`src/rtl/i2s_pkg.sv`:
```
// Shared types for the I2S transmit path: channel and transmitter state
// encodings, plus the default number of significant bits per sample.
package i2s_pkg;

    localparam int I2S_DATA_BIT_WIDTH_DEF = 24;

    typedef enum logic {
        CH_LEFT  = 1'b0,
        CH_RIGHT = 1'b1
    } channel_t;

    typedef enum logic {
        ST_IDLE = 1'b0,
        ST_RUN  = 1'b1
    } tx_state_t;

endpackage

```
`src/rtl/i2s_tx_fifo.sv`:
```
// Synchronous first-word-fall-through FIFO feeding the I2S serializer.
// The head word is always visible on head while the FIFO is not empty.
// A write while full is dropped, even if a pop happens in the same cycle.
module i2s_tx_fifo #(
    parameter int WIDTH = 24,
    parameter int DEPTH = 16
) (
    input  logic                         clk,
    input  logic                         rst_n,
    input  logic                         wen,
    input  logic                         pop,
    input  logic [WIDTH-1:0]             wdata,
    output logic [WIDTH-1:0]             head,
    output logic                         full,
    output logic                         empty,
    output logic [$clog2(DEPTH+1)-1:0]   level
);

    localparam int AW = (DEPTH > 1) ? $clog2(DEPTH) : 1;
    localparam int LW = $clog2(DEPTH + 1);

    logic [WIDTH-1:0] mem [DEPTH];
    logic [AW-1:0]    wr_ptr_reg;
    logic [AW-1:0]    rd_ptr_reg;
    logic             push_ok;
    logic             pop_ok;

    assign full    = (level == LW'(DEPTH));
    assign empty   = (level == '0);
    assign push_ok = wen && !full;
    assign pop_ok  = pop && !empty;
    assign head    = mem[rd_ptr_reg];

    // Storage array; no reset needed, validity is tracked by level.
    always_ff @(posedge clk) begin
        if (push_ok) begin
            mem[wr_ptr_reg] <= wdata;
        end
    end

    // Pointers and occupancy; pointers wrap naturally for power-of-2 depth.
    always_ff @(posedge clk or negedge rst_n) begin
        if (!rst_n) begin
            wr_ptr_reg <= '0;
            rd_ptr_reg <= '0;
            level      <= '0;
        end else begin
            if (push_ok) wr_ptr_reg <= wr_ptr_reg + 1'b1;
            if (pop_ok)  rd_ptr_reg <= rd_ptr_reg + 1'b1;
            case ({push_ok, pop_ok})
                2'b10:   level <= level + 1'b1;
                2'b01:   level <= level - 1'b1;
                default: level <= level;
            endcase
        end
    end

endmodule

```
`src/rtl/i2s_transmitter.sv`:
```
// Single-channel I2S transmitter: buffers written samples in a FWFT FIFO,
// divides clk down to bclk and shifts alternating left/right slots out
// MSB first with the standard one-bclk delay after each lrclk change.
// Optional feature macro: I2S_TX_UNDERRUN_COUNT_EN adds a saturating
// underrun_count output counting slots started with the FIFO empty.
module i2s_transmitter
    import i2s_pkg::*;
#(
    parameter int C_S_TDATA_WIDTH    = 32,
    parameter int I2S_DATA_BIT_WIDTH = I2S_DATA_BIT_WIDTH_DEF,
    parameter int SLOT_BITS          = 32,
    parameter int BCLK_DIV           = 4,
    parameter int FIFO_DEPTH         = 16
) (
    input  logic                               clk,
    input  logic                               rst_n,
    input  logic                               enable,
    input  logic                               wen,
    input  logic [C_S_TDATA_WIDTH-1:0]         wdata,
    output logic                               w_ready,
    output logic [$clog2(FIFO_DEPTH+1)-1:0]    fifo_level,
    output logic                               bclk,
    output logic                               lrclk,
    output logic                               sdata,
    output logic                               error_full,
    output logic                               error_empty
`ifdef I2S_TX_UNDERRUN_COUNT_EN
    ,
    output logic [15:0]                        underrun_count
`endif
);

    localparam int DW    = I2S_DATA_BIT_WIDTH;
    localparam int CNT_W = (BCLK_DIV > 1) ? $clog2(BCLK_DIV) : 1;
    localparam int B_W   = $clog2(SLOT_BITS);

    tx_state_t        state_reg;
    tx_state_t        state_next;
    channel_t         upcoming_ch_reg;
    logic [CNT_W-1:0] div_cnt_reg;
    logic [B_W-1:0]   bit_idx_reg;
    logic [DW-1:0]    shift_reg;

    logic             fifo_full;
    logic             fifo_empty;
    logic             fifo_pop;
    logic [DW-1:0]    fifo_head;

    logic             tick;
    logic             fall;
    logic             slot_start;
    logic             stop;
    logic             underrun;

    // Bits of the write word above the sample width carry no meaning.
    generate
        if (C_S_TDATA_WIDTH > DW) begin : g_unused_hi
            logic unused_hi;
            assign unused_hi = ^wdata[C_S_TDATA_WIDTH-1:DW];
        end
    endgenerate

    i2s_tx_fifo #(
        .WIDTH (DW),
        .DEPTH (FIFO_DEPTH)
    ) u_fifo (
        .clk   (clk),
        .rst_n (rst_n),
        .wen   (wen),
        .pop   (fifo_pop),
        .wdata (wdata[DW-1:0]),
        .head  (fifo_head),
        .full  (fifo_full),
        .empty (fifo_empty),
        .level (fifo_level)
    );

    assign w_ready = !fifo_full;

    // A slot boundary is the bclk falling edge at bit index 0. Stopping is
    // only allowed there when the next slot would be a left one, so frames
    // are never split.
    assign tick       = (state_reg == ST_RUN) && (div_cnt_reg == CNT_W'(BCLK_DIV - 1));
    assign fall       = tick && bclk;
    assign slot_start = fall && (bit_idx_reg == '0);
    assign stop       = slot_start && (upcoming_ch_reg == CH_LEFT) && !enable;
    assign fifo_pop   = slot_start && !stop && !fifo_empty;
    assign underrun   = slot_start && !stop && fifo_empty;

    // State register.
    always_ff @(posedge clk or negedge rst_n) begin
        if (!rst_n) state_reg <= ST_IDLE;
        else        state_reg <= state_next;
    end

    // Next-state logic: start on enable, leave only at a frame boundary.
    always_comb begin
        state_next = state_reg;
        case (state_reg)
            ST_IDLE: if (enable) state_next = ST_RUN;
            ST_RUN:  if (stop)   state_next = ST_IDLE;
            default: state_next = ST_IDLE;
        endcase
    end

    // Divider, bit counter, lrclk and serializer; everything held at 0 in idle.
    always_ff @(posedge clk or negedge rst_n) begin
        if (!rst_n) begin
            div_cnt_reg     <= '0;
            bit_idx_reg     <= '0;
            bclk            <= 1'b0;
            lrclk           <= 1'b0;
            sdata           <= 1'b0;
            shift_reg       <= '0;
            upcoming_ch_reg <= CH_LEFT;
        end else if (state_reg != ST_RUN || stop) begin
            div_cnt_reg     <= '0;
            bit_idx_reg     <= '0;
            bclk            <= 1'b0;
            lrclk           <= 1'b0;
            sdata           <= 1'b0;
            upcoming_ch_reg <= CH_LEFT;
        end else begin
            if (tick) begin
                div_cnt_reg <= '0;
                bclk        <= ~bclk;
            end else begin
                div_cnt_reg <= div_cnt_reg + 1'b1;
            end
            if (fall) begin
                bit_idx_reg <= (bit_idx_reg == B_W'(SLOT_BITS - 1)) ? '0 : bit_idx_reg + 1'b1;
                if (bit_idx_reg == '0) begin
                    // New slot: switch channel, load sample (zero on underrun),
                    // and emit the I2S delay bit.
                    lrclk           <= upcoming_ch_reg;
                    upcoming_ch_reg <= (upcoming_ch_reg == CH_LEFT) ? CH_RIGHT : CH_LEFT;
                    shift_reg       <= fifo_empty ? '0 : fifo_head;
                    sdata           <= 1'b0;
                end else if (bit_idx_reg <= B_W'(DW)) begin
                    sdata     <= shift_reg[DW-1];
                    shift_reg <= {shift_reg[DW-2:0], 1'b0};
                end else begin
                    sdata <= 1'b0;
                end
            end
        end
    end

    // Sticky error flags.
    always_ff @(posedge clk or negedge rst_n) begin
        if (!rst_n) begin
            error_full  <= 1'b0;
            error_empty <= 1'b0;
        end else begin
            if (wen && fifo_full) error_full  <= 1'b1;
            if (underrun)         error_empty <= 1'b1;
        end
    end

`ifdef I2S_TX_UNDERRUN_COUNT_EN
    // Saturating count of slots that started with no sample available.
    always_ff @(posedge clk or negedge rst_n) begin
        if (!rst_n) begin
            underrun_count <= '0;
        end else if (underrun && underrun_count != 16'hFFFF) begin
            underrun_count <= underrun_count + 16'd1;
        end
    end
`endif

endmodule

```
`config.mk`:
```
export PLATFORM = sky130hd
export DESIGN_NAME = i2s_transmitter
export DESIGN_NICKNAME = d
export VERILOG_FILES = /design/src/rtl/i2s_pkg.sv /design/src/rtl/i2s_tx_fifo.sv /design/src/rtl/i2s_transmitter.sv
export SDC_FILE = /design/constraint.sdc
export NUM_CORES = 1
export LEC_CHECK = 0
export BUFFER_PORTS_ARGS = -buffer_cell sky130_fd_sc_hd__clkbuf_2
export CORE_MARGIN = 1.5
export CORE_UTILIZATION = 40
export DETAILED_ROUTE_END_ITERATION = 8
export GPL_TIMING_DRIVEN = 0
export HOLD_SLACK_MARGIN = 0.15
export MAX_ROUTING_LAYER = met4
export PLACE_DENSITY = 0.68
export SLEW_MARGIN = 20
export SYNTH_ARGS = -nofsm -noshare
export SYNTH_HDL_FRONTEND = slang
export SYNTH_SLANG_ARGS = --single-unit
export TNS_END_PERCENT = 1
```
`constraint.sdc`:
```
create_clock -name clk -period 3.1 [get_ports clk]
set_input_delay 0.31 -clock clk [delete_from_list [all_inputs] [get_ports clk]]
set_output_delay 0.31 -clock clk [all_outputs]
set_load 0.01 [all_outputs]
```
======== Word level (Yosys, flattened, before mapping) ========
Memory sizes are Yosys's and may differ from the RTL's.
Index checks and enable logic that the tools add are counted.
operators by class
  multiplexer cells ....................... 27
  add/sub/neg operators ................... 6
  bitwise operators ....................... 4
  order comparisons ....................... 1
  equality and inequality tests ........... 5
  reduce and logical (&&, ||, !) cells .... 25
operator list
  cell                   number
  $mux W24               3
  $mux W1                17
  $mux W5                3
  $logic_and A1 B1 Y1    11
  $add A5 B1 Y5 const B  2
  $eq A5 B5 Y1 const B   2
  $logic_not A5 Y1       2
  $pmux W5 S2            1
  $reduce_bool A2 Y1     5
  $add A4 B1 Y4 const B  2
  $le A5 B5 Y1 const B   1
  $sub A5 B1 Y5 const B  1
  $eq A2 B2 Y1 const B   2
  $logic_not A1 Y1       4
  $mux W2                2
  $not A1 Y1             4
  $reduce_and A3 Y1      1
  $add A2 B1 Y2 const B  1
  $eq A2 B1 Y1 const B   1
  $pmux W1 S2            1
  $reduce_and A2 Y1      1
  $logic_or A1 B1 Y1     1
storage, ports and cells
  RAM bits ................................ 384
  flip-flop bits (word level) ............. 51
  memories ................................ 1
  logic and storage cells ................. 82
  output and inout bits ................... 11
  input port bits ......................... 36
memories
  name        depth  width  read ports  clocked after Yosys merged registers in  write ports  RTL line           source
  u_fifo.mem  16     24     1           0                                        1            i2s_tx_fifo.sv:22  logic [WIDTH-1:0] mem [DEPTH];

======== Longest topological paths before layout ========
Gate-level depths: netlist of the first run.
  depth after elaboration ................. 12
  mapped depth ............................ 14
  mapped depth without buffers ............ 11

======== Modules after synthesis ========
Synthesis of the first run repeated with hierarchy kept, for this count alone.
unflattened totals
  cells, all modules ...................... 968
  area total of the unflattened synthesis .. 17,778.3 µm²
by module, submodules not included
  module           cells an instance  instances  seq. area each (µm²)  area each (µm²)
  i2s_tx_fifo      784                1          11,856.4              15,717.6
  i2s_transmitter  184                1          950.9                 2,060.7

======== Worst setup path before layout of the first run ========
OpenSTA, ideal clock, no wires.
  path kind ............................... register to register
  start ................................... register u_fifo.level[1]
  end ..................................... memory u_fifo.mem[3][0], enable pin
  required time ........................... 2.665 ns
  period minus slack after synthesis ...... 3.413 ns
  library setup time ...................... 0.435 ns
  arrival time ............................ 2.978 ns
  slack ................................... -0.313 ns
  cell stages (with the launch flop) ...... 6
  buffers on the path ..................... 1
  cell sequence ........................... dfrtp_1 > clkbuf_1 > nor4_1 > a21boi_2 > nand2_1 > nor3_1
between the ends
  word-level cells in the longest chain between the ends .. 5
ends and longest elaborated chain
  what                           RTL line           source
  start, declared                i2s_tx_fifo.sv:16  output logic [$clog2(DEPTH+1)-1:0] level
  start signal, assigned         i2s_tx_fifo.sv:51  2'b10: level <= level + 1'b1;
  start signal, assigned         i2s_tx_fifo.sv:52  2'b01: level <= level - 1'b1;
  start signal, assigned         i2s_tx_fifo.sv:53  default: level <= level;
  $eq A5 B5 Y1                   i2s_tx_fifo.sv:28  assign full = (level == LW'(DEPTH));
  $logic_not A1 Y1               i2s_tx_fifo.sv:30  assign push_ok = wen && !full;
  $logic_and A1 B1 Y1            i2s_tx_fifo.sv:30
  $mux W1                        i2s_tx_fifo.sv:36  if (push_ok) begin
  $mux W1 (not written as such)  i2s_tx_fifo.sv:37  mem[wr_ptr_reg] <= wdata;
  end, declared                  i2s_tx_fifo.sv:22
No other way between the ends.

======== Final worst setup path of the first run ========
  start ................................... register bit_idx_reg[0]
  end ..................................... register u_fifo.level[4]
between the ends
  word-level cells in the longest chain between the ends .. 10
  elaborated cells between the ends (all ways) .. 12
  classes of those cells .................. eq/ne: 2; mux: 1; reduce/logical: 9
ends and longest elaborated chain
  what                                                      RTL line                source
  start, declared                                           i2s_transmitter.sv:41   logic [B_W-1:0] bit_idx_reg;
  start signal, assigned                                    i2s_transmitter.sv:131  bit_idx_reg <= (bit_idx_reg == B_W'(SLOT_BITS - 1)) ? '0 : bit_idx_reg + 1'b1;
  $logic_not A5 Y1 *                                        i2s_transmitter.sv:85   assign slot_start = fall && (bit_idx_reg == '0);
  $logic_and A1 B1 Y1 *                                     i2s_transmitter.sv:85
  $logic_and A1 B1 Y1 (2 in a row)                          i2s_transmitter.sv:86   assign stop = slot_start && (upcoming_ch_reg == CH_LEFT) && !enable;
  $logic_not A1 Y1                                          i2s_transmitter.sv:87   assign fifo_pop = slot_start && !stop && !fifo_empty;
  $logic_and A1 B1 Y1 * (2 in a row)                        i2s_transmitter.sv:87
  $logic_and A1 B1 Y1 *                                     i2s_tx_fifo.sv:31       assign pop_ok = pop && !empty;
  named net u_fifo.pop_ok                                   i2s_tx_fifo.sv:26       logic pop_ok;
  $eq A2 B1 Y1 / $eq A2 B2 Y1 (equally long branches)       i2s_tx_fifo.sv:50       case ({push_ok, pop_ok})
  $pmux W5 S2 / $reduce_bool A2 Y1 (equally long branches)  --
The timed path passes the listed nets; every way through them passes the cells marked *.
A chain may end at the register's enable or synchronous reset.

==> results of run 1 <==
==> power by group through the flow <==
stage | logic, µW | registers (µW) | clock network, µW
2_1_floorplan | 855 | 7290 | 0
3_3_place_gp | 1340 | 7330 | 0
3_5_place_dp | 1670 | 7320 | 0
4_1_cts | 1710 | 7200 | 5240
5_1_grt | 1840 | 7250 | 5500
6_report | 1700 | 7200 | 5150
==> repair_timing <==
item | in CTS | in global routing
setup endpoints to repair | 4 | 16
hold buffers | 4 | 0
setup buffers | 6 | 0
resized for setup | 14 | 5
endpoints found under the hold margin | 65 | 0
cloned | 0 | 0
pin swaps | 2 | 1
==> final timing paths <==
check	from	cells past startpoint	endpoint	slack [ns]
hold reg to reg	div_cnt_reg[0]	1	div_cnt_reg[0]	0.45
min in group asynchronous	rst_n	2	u_fifo.wr_ptr_reg[3]	0.40
max in group asynchronous	rst_n	2	shift_reg[2]	2.17
setup reg to reg	bit_idx_reg[0]	13	u_fifo.level[4]	0.08
setup / recovery	bit_idx_reg[0]	13	u_fifo.level[4]	0.08
hold / removal	wdata[19]	1	u_fifo.mem[13][19]	0.16
==> cell families after synthesis <==
kind of cell	count (synthesis)
AOI/OAI and AO/OA	29
xor gates and xnor gates	12
adders and majority gates	12
buffers and inverters	58
DFF	435
muxes	169
and+or+nand+nor	167
==> cells in the mapped netlist (all sizes together), types with 3 or more instances <==
master and count:
a21boi 4, a21oi 4, a31o 3, and2 26, and3 3, buf 22
clkbuf 29, dfrtp 51, edfxtp 384, ha 12, inv 7, mux2 47
mux2i 26, mux4 96, nand2 19, nand2b 8, nand3 53, nand3b 23
nor2 17, nor3 6, o21ai 4, xnor2 6, xor2 6
==> metal layers <==
| metal | share of wire (%) | wire [µm] |
|---|---|---|
| met5 | 0 | 0 |
| met1 | 44 | 16200 |
| met4 | 1.9 | 716 |
| met3 | 5.3 | 1970 |
| met2 | 49 | 18000 |
==> cell type report <==
class / instances / area, µm² / area share, %
multi-input combinational: 389 / 4550 / 22.2
sequential: 435 / 12800 / 62.6
clock buffer: 65 / 1230 / 6.02
timing repair buffer: 71 / 709 / 3.47
inverter: 7 / 26.3 / 0.128
buffer: 50 / 234 / 1.14
tap: 585 / 732 / 3.58
clock inverter: 17 / 164 / 0.801
antenna: 1 / 2.50 / 0.0122
==> metrics by stage <==
| step | area [µm²] | setup WS (ns) | utilization (%) |
|---|---|---|---|
| detailed placement | 18900 | -1.04 | 44.0 |
| CTS | 20400 | 0.0115 | 47.5 |
| finish | 20500 | 0.0760 | 47.6 |
| floorplan | 17400 | -0.296 | - |
| global route | 20500 | -0.0707 | 47.6 |
| global placement | 18400 | -2.52 | 42.7 |
==> results.yml, run 1 <==
placement:
  io_buffer_count: 38
  place_congestion: 0.771
  place_inst: 1528
  dpl.hpwl_um: 24000
power:
  p_sw_uw: 3390
  switching_share_pct: 24.1
  p_per_area_nw_per_um2: 687
  p_int_uw: 10700
  ir_drop_uv: 377
  p_leak_uw: 0.00667
  power.share.clock_pct: 36.7
  power_uw: 14100
  seq_power_share_pct: 51.2
  comb_power_share_pct: 12.1
yosys:
  synth_area_per_cell_um2: 19.8
  synth_top_family_by_area: "multiplexers"
  synth-edff-count: 384
  synthSimpleGateAreaFrac_pct: 5.34
  yosys.area.top_type: "edfxtp_1"
  synth_fa_ha_area_share_pct: 0.862
  synth_ff_type: "edfxtp_1"
  syn_inst: 882
  synth_xor_area_share_pct: 0.603
  synthesis.nets: 930
  ys_seq_elements: 435
  synth_cell_types: 46
  syn_area_um2: 17400
  yosysWarnings: 0
  async_reset_ff_share_pct: 11.7
  ys_seq_area_share_pct: 73.5
  yosys-top-cells-area: "edfxtp_1 66%, mux4_2 12%, dfrtp_1 7.3%"
  synth_top_area_share_pct: 66.2
  synth_compound_gate_area_share_pct: 1.36
  muxShareOfSynthArea_pct: 16.9
worst_setup_path:
  worst_setup_path_start_kind: "flop"
  cp_slowest_stage_delay_ns: 0.46
  cp.buffers_inverters: 4
  path_delay_family: "compound AO/OA/AOI/OAI gates"
  cp_max_fo: 6
  path_cells: "inv_1 -> ha_2 -> or4b_4 -> buf_6 -> a2111oi_4 -> buf_6 -> ha_4 -> xor2_1 -> ha_2 -> inv_1 -> a32oi_2 -> nor2_1 -> a2111oi_2"
  end_kind: "flop"
  slowest_stage: "or4b_4"
  critical_path_class: "reg -> reg"
  cp.required_ns: 3.52
  arrival_ns: 3.45
sta:
  slew_viol_final: 0
  clock_skew_ns: 0.0157
  min_period_ns: 3.02
  max_freq_mhz: 331
  post-route-period-util_pct: 97.5
  hold_viol: 0
  rsz0062_at_grt: "true"
  slew_headroom_pct: 28.5
  setup-tns-final_ns: 0
  setup_viol: 0
  hold-worst-slack_ns: 0.164
  worstMarginPinSlew_ns: 1.07
global_route:
  grtUsageMet1_pct: 23.9
  busiest_layer: "met2"
  overflow: 0
  grt_pass1_vias: 8993
  use_met3_pct: 2.70
  grt_max_degree: 52
  grt_pass1_wl_um: 55800
  grt_usage_pct: 17.6
  antenna_found_initial: 1
  use_met2_pct: 27.8
floorplan:
  die_area_um2: 44800
  placementRows: 76
  die_h_um: 212
  top_level_ports: 47
  die_width_um: 212
  start_util_pct: 40.5
  core-area_um2: 43000
cts:
  clock_latency_ns: 0.55
  cts-root-buf: "clkbuf_16"
  cts.sinks: 435
  cts_buffers: 45
  clock_path_buffers: 3
  cts.htree.levels: 2
  clk_pin_slew_worst_paths_ns: 0.06
  cts_tree: "built"
final_layout:
  largest_register_ffs: 384
  layout_common_cells: "384 x edfxtp_1, 96 x mux4_2, 53 x nand3_1"
  nets: 1047
  drive_gt1_share_pct: 31.1
  area.growth.synth_to_final_pct: 17.4
  fillers: 3564
  stdcell_count: 1620
  layout_commonest_cell: "edfxtp_1"
detailed_routing:
  remaining_drc_errors: 0
  ant_nets: 0
  drt-total-wl_um: 36900
  wl_per_cell_um: 22.8
  num_vias: 8606
  first_pass_iters: 5
  drt-initial-drc-count: 871
  vias_per_cell: 5.31
run:
  maxCapViolCount: 0
hold_path:
  hp-class: "in -> reg"
status:
  run_status: "finished clean"
(Power assumes the default switching activity.)
==> inputs of run 2 (changes only) <==
--- a/config.mk
+++ b/config.mk
@@ -12,7 +12,7 @@
 export GPL_TIMING_DRIVEN = 0
 export HOLD_SLACK_MARGIN = 0.15
 export MAX_ROUTING_LAYER = met4
-export PLACE_DENSITY = 0.68
+export PLACE_DENSITY = 0.54
 export SLEW_MARGIN = 20
 export SYNTH_ARGS = -nofsm -noshare
 export SYNTH_HDL_FRONTEND = slang
==> run 2 against run 1 <==
Against the previous run: combinational power hardly changed; die area stayed put; clock power is 9.3% higher; cell count is 1.4% higher; clock skew is 0.00058 ns higher; sequential power hardly changed; critical path type unchanged; largest power group unchanged.
==> results.yml, run 2 (same netlist as run 1, synthesis figures left out) <==
run:
  maxCapViolCount: 0
detailed_routing:
  first_pass_iters: 5
  remaining_drc_errors: 0
  vias_per_cell: 5.23
  wl_per_cell_um: 23.6
  ant_nets: 0
  drt-initial-drc-count: 775
  num_vias: 8585
  drt-total-wl_um: 38800
worst_setup_path:
  r2r_end: "shift_reg[18]"
  cp_slowest_stage_delay_ns: 0.77
  end_kind: "flop"
  reg2reg_slack_ns: 0.07
  worstReg2RegStart: "u_fifo.rd_ptr_reg[3]"
  worst_setup_path_start_kind: "flop"
  critical_path_class: "reg -> reg"
  cp_max_fo: 10
  r2r.worst_path.cells: 7
  arrival_ns: 3.46
  slowest_stage: "clkbuf_1"
  path_cells: "clkbuf_1 -> clkbuf_1 -> clkbuf_1 -> mux4_2 -> mux2_2 -> nand3_1 -> nand3_1"
  crit_path_frequent_cell: "clkbuf_1"
  cp.required_ns: 3.54
global_route:
  use_met3_pct: 2.69
  grt_max_degree: 34
  use_met2_pct: 29.0
  antenna_found_initial: 1
  grt_pass1_wl_um: 57900
  grt_usage_pct: 18.6
  grtUsageMet1_pct: 25.8
  overflow: 0
  busiest_layer: "met2"
  grt_pass1_vias: 8811
floorplan:
  core-area_um2: 43000
  die_area_um2: 44800
  placementRows: 76
  start_util_pct: 40.5
  top_level_ports: 47
  die_width_um: 212
  die_h_um: 212
sta:
  setup_viol: 0
  hold-worst-slack_ns: 0.169
  worstMarginPinSlew_ns: 1.00
  post-route-period-util_pct: 97.6
  max_freq_mhz: 330
  hold_viol: 0
  slew_viol_final: 0
  rsz0062_at_grt: "true"
  worst_slack_ns: 0.0734
  slew_headroom_pct: 33.1
  min_period_ns: 3.03
  clock_skew_ns: 0.0163
  setup-tns-final_ns: 0
cts:
  clock_path_buffers: 3
  cts_buffers: 46
  cts.sinks: 435
  cts-root-buf: "clkbuf_16"
  cts_tree: "built"
  clk_pin_slew_worst_paths_ns: 0.06
  cts.htree.levels: 2
  clock_latency_ns: 0.57
power:
  power.share.clock_pct: 38.7
  ir_drop_uv: 439
  p_int_uw: 11000
  p_per_area_nw_per_um2: 701
  seq_power_share_pct: 49.4
  power_uw: 14600
  p_sw_uw: 3530
  p_leak_uw: 0.00683
  comb_power_share_pct: 11.9
  switching_share_pct: 24.2
placement:
  dpl.hpwl_um: 25400
  place_ws_ns: -0.991
  place_congestion: 0.768
  io_buffer_count: 38
hold_path:
  min-delay-start: "wdata[18]"
  hp-class: "in -> reg"
  hold_end: "u_fifo.mem[5][18]"
  hold_path_depth: 1
final_layout:
  largest_register_ffs: 384
  nets: 1066
  drive_gt1_share_pct: 32.2
  layout_common_cells: "384 x edfxtp_1, 96 x mux4_2, 53 x nand3_1"
  area.growth.synth_to_final_pct: 19.2
  layout_commonest_cell: "edfxtp_1"
status:
  run_status: "finished clean"
[run 2: final cells by class]
cell class,count,area [µm²]
diodes,1,2.50
repair buffers,89,865
clock inverters,23,280
well taps,585,732
multi-input cells,389,4540
flip-flops and latches,435,12800
clock buffers,63,1300
plain buffers,50,230
fillers,3627,22200
inverters,7,26.3
[run 2: how the worst max path moves through the flow]
stage | startpoint | to | slack (ns) | cells past startpoint
floorplan | bit_idx_reg[0] | u_fifo.level[4] | -0.30 | 14
global placement | u_fifo.level[1] | u_fifo.mem[1][18] | -3.05 | 5
detailed placement | bit_idx_reg[0] | u_fifo.level[4] | -0.99 | 14
CTS | bit_idx_reg[1] | u_fifo.level[4] | -0.04 | 13
global route | u_fifo.rd_ptr_reg[3] | shift_reg[11] | -0.08 | 7
finish | u_fifo.rd_ptr_reg[3] | shift_reg[18] | 0.07 | 7
[run 2: power by group through the flow]
stage	clock (µW)	sequential, µW	combinational [µW]
global route	5960	7250	1890
detailed placement	0	7310	1700
floorplan	0	7290	855
finish	5630	7200	1730
global placement	0	7350	1410
CTS	5760	7200	1760
[run 2: layer usage]
metal  wire length [µm]  vias up
met1              17900     4519
met5                  0        -
li1                   -     3829
met2              18500      184
met3               1570       53
met4                809        0
[run 2: critical path, delay by kind of cell, from the launching register on]
family / cells / cell delay, ns
buffers and inverters: 3 / 1.66
muxes: 2 / 0.73
and+or+nand+nor: 2 / 0.19
DFF: 1 / 0.32
[run 2: stage by stage]
step           util [%]  cell area (µm²)  instances
5_1_grt            48.3            20800       1642
3_3_place_gp       42.7            18400       1505
4_1_cts            48.3            20700       1639
6_report           48.3            20800       1642
3_5_place_dp       44.0            18900       1530
2_1_floorplan         -            17400        882
[run 2: what timing repair did]
item / CTS / global route
pin swaps: 1 / 1
gates cloned: 0 / 0
gates resized for setup: 12 / 3
hold buffers: 19 / 0
endpoints found under the setup margin: 18 / 20
endpoints found under the hold margin: 291 / 0
setup buffers: 5 / 2
